==> src/rtl/write_vels_queue.sv <==
// write_vels_queue: buffered face-velocity writer.
//
// Per-cell updates arrive over a valid/ready handshake and are held in a small FIFO.
// An engine pops one cell at a time and writes its four faces into the horizontal and
// vertical velocity BRAMs. There are two phases per cell:
//   A phase: left face (vx1) and top face (vy1)
//   B phase: right face (vx2) and bottom face (vy2)
// Faces on the field boundary and faces with a clear mask bit are not written. A phase
// that has no face to write takes no cycle.
//
// Ports:
//   clk, rst            clock, synchronous active-high reset
//   in_valid/in_ready   update handshake (in_ready = FIFO not full)
//   in_x, in_y          cell coordinates
//   in_mask             face enables {vy2, vy1, vx2, vx1}
//   in_vx1..in_vy2      face words (wall bit + velocity)
//   h_vel_*             horizontal-face BRAM write port (registered)
//   v_vel_*             vertical-face BRAM write port (registered)
//   done                one-cycle pulse when an entry retires
//   idle                FIFO empty and engine idle
//   err                 sticky out-of-range flag
//
// Optional feature: define WRITE_VELS_QUEUE_RANGE_CHECK_EN to drop entries whose
// coordinates fall outside the field and to raise the sticky err flag. Without it, err
// is tied low.
module write_vels_queue #(
    parameter int unsigned FIELD_WIDTH  = 8,
    parameter int unsigned FIELD_HEIGHT = 6,
    parameter int unsigned VEL_DATAW    = 33,
    parameter int unsigned FIFO_DEPTH   = 4,
    localparam int unsigned X_W         = $clog2(FIELD_WIDTH),
    localparam int unsigned Y_W         = $clog2(FIELD_HEIGHT),
    localparam int unsigned H_VEL_ADDRW = $clog2((FIELD_WIDTH - 1) * FIELD_HEIGHT),
    localparam int unsigned V_VEL_ADDRW = $clog2(FIELD_WIDTH * (FIELD_HEIGHT - 1))
) (
    input  logic                   clk,
    input  logic                   rst,
    input  logic                   in_valid,
    output logic                   in_ready,
    input  logic [X_W-1:0]         in_x,
    input  logic [Y_W-1:0]         in_y,
    input  logic [3:0]             in_mask,
    input  logic [VEL_DATAW-1:0]   in_vx1,
    input  logic [VEL_DATAW-1:0]   in_vx2,
    input  logic [VEL_DATAW-1:0]   in_vy1,
    input  logic [VEL_DATAW-1:0]   in_vy2,
    output logic [H_VEL_ADDRW-1:0] h_vel_addr_write,
    output logic [VEL_DATAW-1:0]   h_vel_data_in,
    output logic                   h_vel_we,
    output logic [V_VEL_ADDRW-1:0] v_vel_addr_write,
    output logic [VEL_DATAW-1:0]   v_vel_data_in,
    output logic                   v_vel_we,
    output logic                   done,
    output logic                   idle,
    output logic                   err
);

    localparam int unsigned PTR_W = $clog2(FIFO_DEPTH);
    localparam int unsigned CNT_W = PTR_W + 1;

    typedef struct packed {
        logic [X_W-1:0]       x;
        logic [Y_W-1:0]       y;
        logic [3:0]           mask;
        logic [VEL_DATAW-1:0] vx1;
        logic [VEL_DATAW-1:0] vx2;
        logic [VEL_DATAW-1:0] vy1;
        logic [VEL_DATAW-1:0] vy2;
    } entry_t;

    // StPhaseA: A-phase writes are on the outputs and the B phase is still owed.
    // StLast:   the entry's final beat (with done) is on the outputs; a new entry may be
    //           popped on the next edge, which keeps back-to-back entries bubble-free.
    typedef enum logic [1:0] {StIdle, StPhaseA, StLast} state_e;

    function automatic logic a_h_ok(input entry_t e);
        return (e.x != '0) && e.mask[0];
    endfunction

    function automatic logic a_v_ok(input entry_t e);
        return (e.y != '0) && e.mask[2];
    endfunction

    function automatic logic b_h_ok(input entry_t e);
        return (32'(e.x) != FIELD_WIDTH - 1) && e.mask[1];
    endfunction

    function automatic logic b_v_ok(input entry_t e);
        return (32'(e.y) != FIELD_HEIGHT - 1) && e.mask[3];
    endfunction

    function automatic logic [H_VEL_ADDRW-1:0] h_addr(input int unsigned x, input int unsigned y);
        return H_VEL_ADDRW'(x + y * (FIELD_WIDTH - 1));
    endfunction

    function automatic logic [V_VEL_ADDRW-1:0] v_addr(input int unsigned x, input int unsigned y);
        return V_VEL_ADDRW'(x + y * FIELD_WIDTH);
    endfunction

    // ---------------- FIFO ----------------
    entry_t           mem_q [FIFO_DEPTH];
    logic [PTR_W-1:0] wr_ptr_q, rd_ptr_q;
    logic [CNT_W-1:0] count_q;
    logic             full, empty, push, pop;
    entry_t           in_entry, head;

    assign in_entry = {in_x, in_y, in_mask, in_vx1, in_vx2, in_vy1, in_vy2};
    assign full     = (count_q == CNT_W'(FIFO_DEPTH));
    assign empty    = (count_q == '0);
    assign in_ready = !full;
    assign push     = in_valid && !full;
    assign head     = mem_q[rd_ptr_q];

    always_ff @(posedge clk) begin
        if (push) begin
            mem_q[wr_ptr_q] <= in_entry;
        end
    end

    always_ff @(posedge clk) begin
        if (rst) begin
            wr_ptr_q <= '0;
            rd_ptr_q <= '0;
            count_q  <= '0;
        end else begin
            if (push) wr_ptr_q <= wr_ptr_q + 1'b1;
            if (pop)  rd_ptr_q <= rd_ptr_q + 1'b1;
            unique case ({push, pop})
                2'b10:   count_q <= count_q + 1'b1;
                2'b01:   count_q <= count_q - 1'b1;
                default: count_q <= count_q;
            endcase
        end
    end

    // ---------------- Engine ----------------
    state_e                 state_q, state_d;
    entry_t                 work_q, work_d, cur;
    logic                   issue_a, issue_b, drop;
    logic                   h_we_d, v_we_d, done_d;
    logic [H_VEL_ADDRW-1:0] h_addr_d;
    logic [V_VEL_ADDRW-1:0] v_addr_d;
    logic [VEL_DATAW-1:0]   h_data_d, v_data_d;

    always_comb begin
        state_d  = StIdle;
        work_d   = work_q;
        cur      = head;
        pop      = 1'b0;
        drop     = 1'b0;
        issue_a  = 1'b0;
        issue_b  = 1'b0;
        done_d   = 1'b0;
        h_we_d   = 1'b0;
        v_we_d   = 1'b0;
        h_addr_d = h_vel_addr_write;
        h_data_d = h_vel_data_in;
        v_addr_d = v_vel_addr_write;
        v_data_d = v_vel_data_in;

        if (state_q == StPhaseA) begin
            cur     = work_q;
            issue_b = 1'b1;
            done_d  = 1'b1;
            state_d = StLast;
        end else if (!empty) begin
            pop    = 1'b1;
            work_d = head;
`ifdef WRITE_VELS_QUEUE_RANGE_CHECK_EN
            drop = (32'(head.x) >= FIELD_WIDTH) || (32'(head.y) >= FIELD_HEIGHT);
`endif
            state_d = StLast;
            if (drop || !(a_h_ok(head) || a_v_ok(head) || b_h_ok(head) || b_v_ok(head))) begin
                // Nothing to write: retire with a bare done pulse.
                done_d = 1'b1;
            end else if (a_h_ok(head) || a_v_ok(head)) begin
                issue_a = 1'b1;
                if (b_h_ok(head) || b_v_ok(head)) begin
                    state_d = StPhaseA;
                end else begin
                    done_d = 1'b1;
                end
            end else begin
                issue_b = 1'b1;
                done_d  = 1'b1;
            end
        end

        if (issue_a) begin
            h_we_d = a_h_ok(cur);
            v_we_d = a_v_ok(cur);
            if (h_we_d) begin
                h_addr_d = h_addr(32'(cur.x) - 32'd1, 32'(cur.y));
                h_data_d = cur.vx1;
            end
            if (v_we_d) begin
                v_addr_d = v_addr(32'(cur.x), 32'(cur.y) - 32'd1);
                v_data_d = cur.vy1;
            end
        end
        if (issue_b) begin
            h_we_d = b_h_ok(cur);
            v_we_d = b_v_ok(cur);
            if (h_we_d) begin
                h_addr_d = h_addr(32'(cur.x), 32'(cur.y));
                h_data_d = cur.vx2;
            end
            if (v_we_d) begin
                v_addr_d = v_addr(32'(cur.x), 32'(cur.y));
                v_data_d = cur.vy2;
            end
        end
    end

    always_ff @(posedge clk) begin
        work_q <= work_d;
    end

    always_ff @(posedge clk) begin
        if (rst) begin
            state_q          <= StIdle;
            h_vel_we         <= 1'b0;
            v_vel_we         <= 1'b0;
            done             <= 1'b0;
            h_vel_addr_write <= '0;
            h_vel_data_in    <= '0;
            v_vel_addr_write <= '0;
            v_vel_data_in    <= '0;
        end else begin
            state_q          <= state_d;
            h_vel_we         <= h_we_d;
            v_vel_we         <= v_we_d;
            done             <= done_d;
            h_vel_addr_write <= h_addr_d;
            h_vel_data_in    <= h_data_d;
            v_vel_addr_write <= v_addr_d;
            v_vel_data_in    <= v_data_d;
        end
    end

    assign idle = empty && (state_q == StIdle);

`ifdef WRITE_VELS_QUEUE_RANGE_CHECK_EN
    logic err_q;
    always_ff @(posedge clk) begin
        if (rst) begin
            err_q <= 1'b0;
        end else if (pop && drop) begin
            err_q <= 1'b1;
        end
    end
    assign err = err_q;
`else
    assign err = 1'b0;
`endif

endmodule
==> config.mk <==
export PLATFORM = sky130hd
export DESIGN_NAME = write_vels_queue
export DESIGN_NICKNAME = d
export VERILOG_FILES = /design/src/rtl/write_vels_queue.sv
export SDC_FILE = /design/constraint.sdc
export NUM_CORES = 1
export LEC_CHECK = 0
export CAP_MARGIN = 20
export CORE_ASPECT_RATIO = 2
export CORE_MARGIN = 8
export CORE_UTILIZATION = 39
export CTS_CLUSTER_DIAMETER = 30
export DETAILED_ROUTE_END_ITERATION = 12
export SKIP_LAST_GASP = 1
export SLEW_MARGIN = 20
export SYNTH_ARGS = -nofsm -noshare
export SYNTH_HDL_FRONTEND = slang
export SYNTH_SLANG_ARGS = --single-unit
==> constraint.sdc <==
create_clock -name clk -period 11.8 [get_ports clk]
set_clock_uncertainty 0.15 [all_clocks]
set_input_delay 1.77 -clock clk [delete_from_list [all_inputs] [get_ports clk]]
set_output_delay 1.77 -clock clk [all_outputs]
set_load 0.01 [all_outputs]
== Word level (Yosys, flattened, before mapping) ==
Memory sizes are Yosys's and may differ from the RTL's. A register that Yosys moved wholly into a read port is not among the register bits.
Cells that the tools add are included.
Cells by class
  bitwise operators: 4
  add/subtract/negate cells: 10
  reduce and logical (&&, ||, !) cells: 24
  multiplexer cells: 46
  multiply operators: 1
  shifts and indexed selects: 0
  eq/ne operators: 8
  div/mod/pow operators: 0
  $lt $le $gt $ge: 0
Operators by type and width (count)
  33-bit 2-to-1 mux: 8
  142-bit 2-to-1 mux: 1
  6-bit 2-to-1 mux: 8
  1-bit 2-to-1 mux: 21
  2-bit 2-to-1 mux: 7
  3-bit by 6-bit adder with 6-bit output: 2
  4-bit by 6-bit adder with 6-bit output: 2
  3-bit inequality test (second input constant): 4
  3-bit nonzero test: 4
  1-bit logical AND: 10
  3-bit by 3-bit multiplier with 6-bit output (second input constant): 1
  3-bit case mux with 2 select lines: 1
  3-bit by 1-bit subtractor with 3-bit output (second input constant): 2
  5-bit OR reduction: 1
  2-bit by 1-bit adder with 2-bit output (second input constant): 2
  2-bit by 1-bit equality test with 1-bit output (second input constant): 2
  1-bit logical OR: 4
  1-bit inverter: 4
  3-bit by 1-bit subtractor with 4-bit output (second input constant): 1
  3-bit by 1-bit adder with 3-bit output (second input constant): 1
  3-bit equality test (second input constant): 1
  3-bit logical NOT: 1
  2-bit equality test (second input constant): 1
  2-bit logical NOT: 1
  other kinds (3): 3
Word-level totals
  bits in latches: 0
  register bits after elaboration: 232
  memory bits (writable): 568
  memories kept: 1
  output and inout port bits: 84
  logic and storage cells: 113
  memory bits (read-only): 0
  input bits: 145
Memory list
  mem_q: words 4, bits a word 142, rd ports 1, clocked after Yosys merged registers in 1, write ports 1, RTL line 101  | entry_t mem_q [FIFO_DEPTH];

== Logic depth before layout (Yosys ltp) ==
  depth after elaboration: 11
  gate-level depth with buffers: 17
  depth with buffers taken out: 15

== Worst setup path before layout ==
OpenSTA, ideal clock, no wires.
  kind: input port to flip-flop
  start: input in_valid
  end: memory mem_q[0][0] (netlist bit), enable pin
  stages on the path: 1
  path buffers: 0
  path slack: 6.065 ns
  arrival: 5.066 ns
  data required time: 11.130 ns
  library setup time: 0.520 ns
  path through: and3_1
Between the ends
  word-level cells in the longest chain between the ends: 3
Ends and longest elaborated chain
  start: declaration: RTL line 38  | input logic in_valid,
  1-bit logical AND: RTL line 111  | assign push = in_valid && !full;
  1-bit 2-to-1 mux: RTL line 115  | if (push) begin
  1-bit 2-to-1 mux (not written as such): RTL line 116  | mem_q[wr_ptr_q] <= in_entry;
  end: declaration: RTL line 101
No other way between the ends.

==> impl_table.tex <==
\begin{tabular}{lr}
\hline
Metric & Value \\
\hline
\multicolumn{2}{l}{\textbf{Synthesis}} \\
\quad Distinct cell type count after synthesis & between 40 and 50 \\
\quad Leading area contributor after synthesis & edfxtp\_1 \\
\quad Flip-flop and latch count after synthesis & 733 \\
\quad Netlist Area Pre-Place & about 0.028 mm2 \\
\quad Yosys warning count & 0 \\
\quad Number of synthesized flops with an enable pin & between 600 and 700 \\
\quad Most frequent cell after synthesis & edfxtp\_1 \\
\quad Most frequent cells after synthesis & edfxtp\_1 (642), mux4\_2 (142), a211oi\_1 (125), dfxtp\_1 (91), mux2i\_1 (78) \\
\quad Fraction of registers with async set/reset & 0 \\
\quad Number of cells produced by synthesis & 1412 \\
\quad Syn\_nets & 1587 \\
\quad Post-Synthesis Mean Instance Area & around 20 um2 \\
\quad Area share of the leading cell type in the synthesized netlist & 0.683 \\
\quad Proportion of synthesized chip area in sequential cells & 0.747 \\
\quad Biggest area contributors in the synthesized netlist & edfxtp\_1 (68\%), mux4\_2 (11\%), dfxtp\_1 (6.5\%) \\
\quad Flip-flop cell with the highest count after synthesis & edfxtp\_1 \\
\multicolumn{2}{l}{\textbf{Timing}} \\
\quad Final Max Tran Viols & 0 \\
\quad Worst-case hold slack & between 0.3 and 0.4 ns \\
\quad Min setup slack post-route & approximately 6.7 ns \\
\quad Tmin final & 5.14 ns \\
\quad Highest clock frequency the design can meet & approximately 190 MHz \\
\quad Unrepaired setup endpoints after global routing & false \\
\quad Worst slew margin relative to its limit & 0.261 \\
\quad Fin. Hold Viols & 0 \\
\quad Part of the cycle the worst path needs & 0.435 \\
\quad Count of final setup violators & 0 \\
\quad Sum Neg Setup Slack & 0 ns \\
\quad Measured slew at the worst slew-check pin & 1.11 ns \\
\multicolumn{2}{l}{\textbf{Place}} \\
\quad Placed cells & $\sim$2500 \\
\quad Placement-stage cell area & $\sim$0.031 mm2 \\
\quad Weighted congestion at the end of routability-driven global placement & roughly 0.75 \\
\quad HPWL after detailed placement & 38500 um \\
\quad Post-placement setup slack & around 6.4 ns \\
\quad Input/output buffers & 227 \\
\multicolumn{2}{l}{\textbf{Setup path}} \\
\quad WS Path Type & register to register \\
\quad Critical Path Slowest Stage Cell & dfxtp\_4 \\
\quad Arrival time of the worst setup path & between 5 and 6 ns \\
\quad Startpoint kind of the worst setup timing path & register \\
\quad Delay of the slowest cell on the worst path & 0.82 ns \\
\quad Critical path capture point type & register \\
\quad Peak fanout along the critical path & 35 \\
\quad Required time of the critical path & between 10 and 15 ns \\
\quad Cell Chain, Critical Path & mux4\_2 > mux2i\_1 > inv\_1 > fa\_1 > ha\_1 > fa\_1 > xor2\_1 > ha\_1 > o21ai\_0 > o21bai\_1 > xor2\_1 > xnor2\_1 > mux2i\_1 > a211oi\_1 \\
\multicolumn{2}{l}{\textbf{Final layout}} \\
\quad Post-Layout Cell Count & between 2000 and 3000 \\
\quad Non-Filler Cell Area, Final & between 0.03 and 0.04 mm2 \\
\quad Area of the multi-input gates & 0.00672 mm2 \\
\quad Final net count & between 1500 and 2000 \\
\quad Final cell utilization of the core & 0.482 \\
\quad Fill count & approximately 6000 \\
\quad Layout cells sized above 1 & 0.200 \\
\quad Post-synthesis to final-layout area growth & 22.3\% \\
\quad FF/Latch Area & $\sim$0.021 mm2 \\
\multicolumn{2}{l}{\textbf{Die}} \\
\quad Chip Width & $\sim$210 um \\
\quad Initial Utilization & 0.394 \\
\quad Die outline area & 0.0818 mm2 \\
\quad Number of top-level pins & about 230 \\
\quad Overall die height & roughly 400 um \\
\quad Core footprint & a little over 0.07 mm2 \\
\quad Num rows & around 140 \\
\multicolumn{2}{l}{\textbf{Clock network}} \\
\quad Root buffer cell & clkbuf\_16 \\
\quad Setup bufs post-CTS & 0 \\
\quad TritonCTS clock tree & yes \\
\quad Hold buffer count at CTS & 0 \\
\quad Clock Sink Count & $\sim$730 \\
\quad CTS clk-pin slew, worst paths & roughly 0.060 ns \\
\quad Cells resized by post-CTS repair & 0 \\
\quad Maximum buffer depth of the clock tree & 3 \\
\quad Source-to-sink clock delay at the later pin of the worst-skew pair & 0.66 ns \\
\quad Number of buffers created by CTS & 92 \\
\quad Number of H-tree levels & 3 \\
\multicolumn{2}{l}{\textbf{Drt}} \\
\quad Number of vias in the routed layout & between 10000 and 15000 \\
\quad Final routed wirelength across all metal layers & 65400 um \\
\quad DR iter-0 viols & about 630 \\
\quad Drt drc & 0 \\
\quad DR pass1 iterations & 5 \\
\quad Antenna-violating nets left & 0 \\
\quad DR vias/cell & approximately 5.3 \\
\quad Routed wirelength normalized by instance count & about 25 um \\
\multicolumn{2}{l}{\textbf{Power}} \\
\quad P per Cell Area & between 200 and 300 mW/mm2 \\
\quad Maximum resistive drop on vdd & around 0.00015 V \\
\quad Leak pwr & 10.9 nW \\
\quad Post-route total power & approximately 8.9 mW \\
\multicolumn{2}{l}{\textbf{Run}} \\
\quad Max-cap check violation count & 0 \\
\multicolumn{2}{l}{\textbf{GRT}} \\
\quad Vias in the first global route & between 15000 and 20000 \\
\quad Pin count of the biggest net entering global routing & 80 \\
\quad First-pass GRT wire length & about 100000 um \\
\quad Grt total ovfl & 0 \\
\quad Tot GR Track Use & 0.161 \\
\quad Number of antenna violations at the first check in global routing & 9 \\
\multicolumn{2}{l}{\textbf{Outcome}} \\
\quad Result of the run & complete, no violations \\
\multicolumn{2}{l}{\textbf{Min path}} \\
\quad Worst hold path type & register to register \\
\hline
\end{tabular}
## area by class of cell
type / count / share of cell area
Multi-Input combinational cell: 574 / 0.195
Clock buffer: 105 / 0.0693
Inverter: 20 / 0.00225
Tap cell: 916 / 0.0332
Clock inverter: 68 / 0.0189
Sequential cell: 733 / 0.611
Antenna cell: 6 / 0.000435
Timing Repair Buffer: 246 / 0.0699
## state kept, by name, summed over array words and instances, names as in the netlist, 2 cells and up, named ones only
name	cells
mem_q	568
work_q	74
h_vel_data_in	33
v_vel_data_in	33
h_vel_addr_write	6
v_vel_addr_write	6
count_q	3
rd_ptr_q	2
wr_ptr_q	2
## power by group
| part | leakage (nW) | internal, mW | switching, mW |
|---|---|---|---|
| clock network | 1.46 | 1.62 | 1.12 |
| logic | 2.82 | 1.17 | 1.41 |
| registers | 6.67 | 3.38 | 0.194 |
## worst max-delay path, delay by kind of cell (launching register included)
| family | cells | cell delay, ns |
|---|---|---|
| compound gates | 3 | 0.51 |
| buf+inv | 1 | 0.27 |
| fa+ha+maj | 4 | 1.55 |
| mux | 3 | 1.16 |
| xor+xnor | 3 | 0.55 |
| flops | 1 | 0.82 |
## logic make-up (layout without fill, tap and decap cells)
group,count (synthesis),in the layout,share of synthesized area
muxes,220,220,0.141
AOI/OAI and AO/OA,178,178,0.0499
DFF,733,733,0.747
other,1,7,0.000133
adders and majority gates,30,30,0.0149
xor gates and xnor gates,16,16,0.00496
and+or+nand+nor,129,129,0.0251
buffers and inverters,105,439,0.0166
## metal layers
metal	track usage	vias up	part of all wire
met5	0	-	0.00055
met1	0.183	7282	0.39
li1	-	6305	-
met2	0.288	358	0.53
met4	0.0548	6	0.022
met3	0.0426	82	0.059
## path summary, 6_finish.rpt
kind	depth (start not counted)	slack, ns	endpoint	startpoint
max	14	6.66	h_vel_addr_write[5]	register
min	2	0.36	wr_ptr_q[1]	wr_ptr_q[1]
max reg2reg	14	6.66	h_vel_addr_write[5]	register
min reg2reg	2	0.36	wr_ptr_q[1]	wr_ptr_q[1]
## layout by cell type (no fill, tap or decap), types with 24 or more instances in the layout
cell	n
ha_1	24
clkbuf_16	93
edfxtp_1	642
and2_1	67
mux2i_1	78
clkdlybuf4s50_1	226
a211oi_1	125
dfxtp_1	89
inv_6	24
mux4_2	142
No activity file was read; power rests on OpenSTA's default activity.
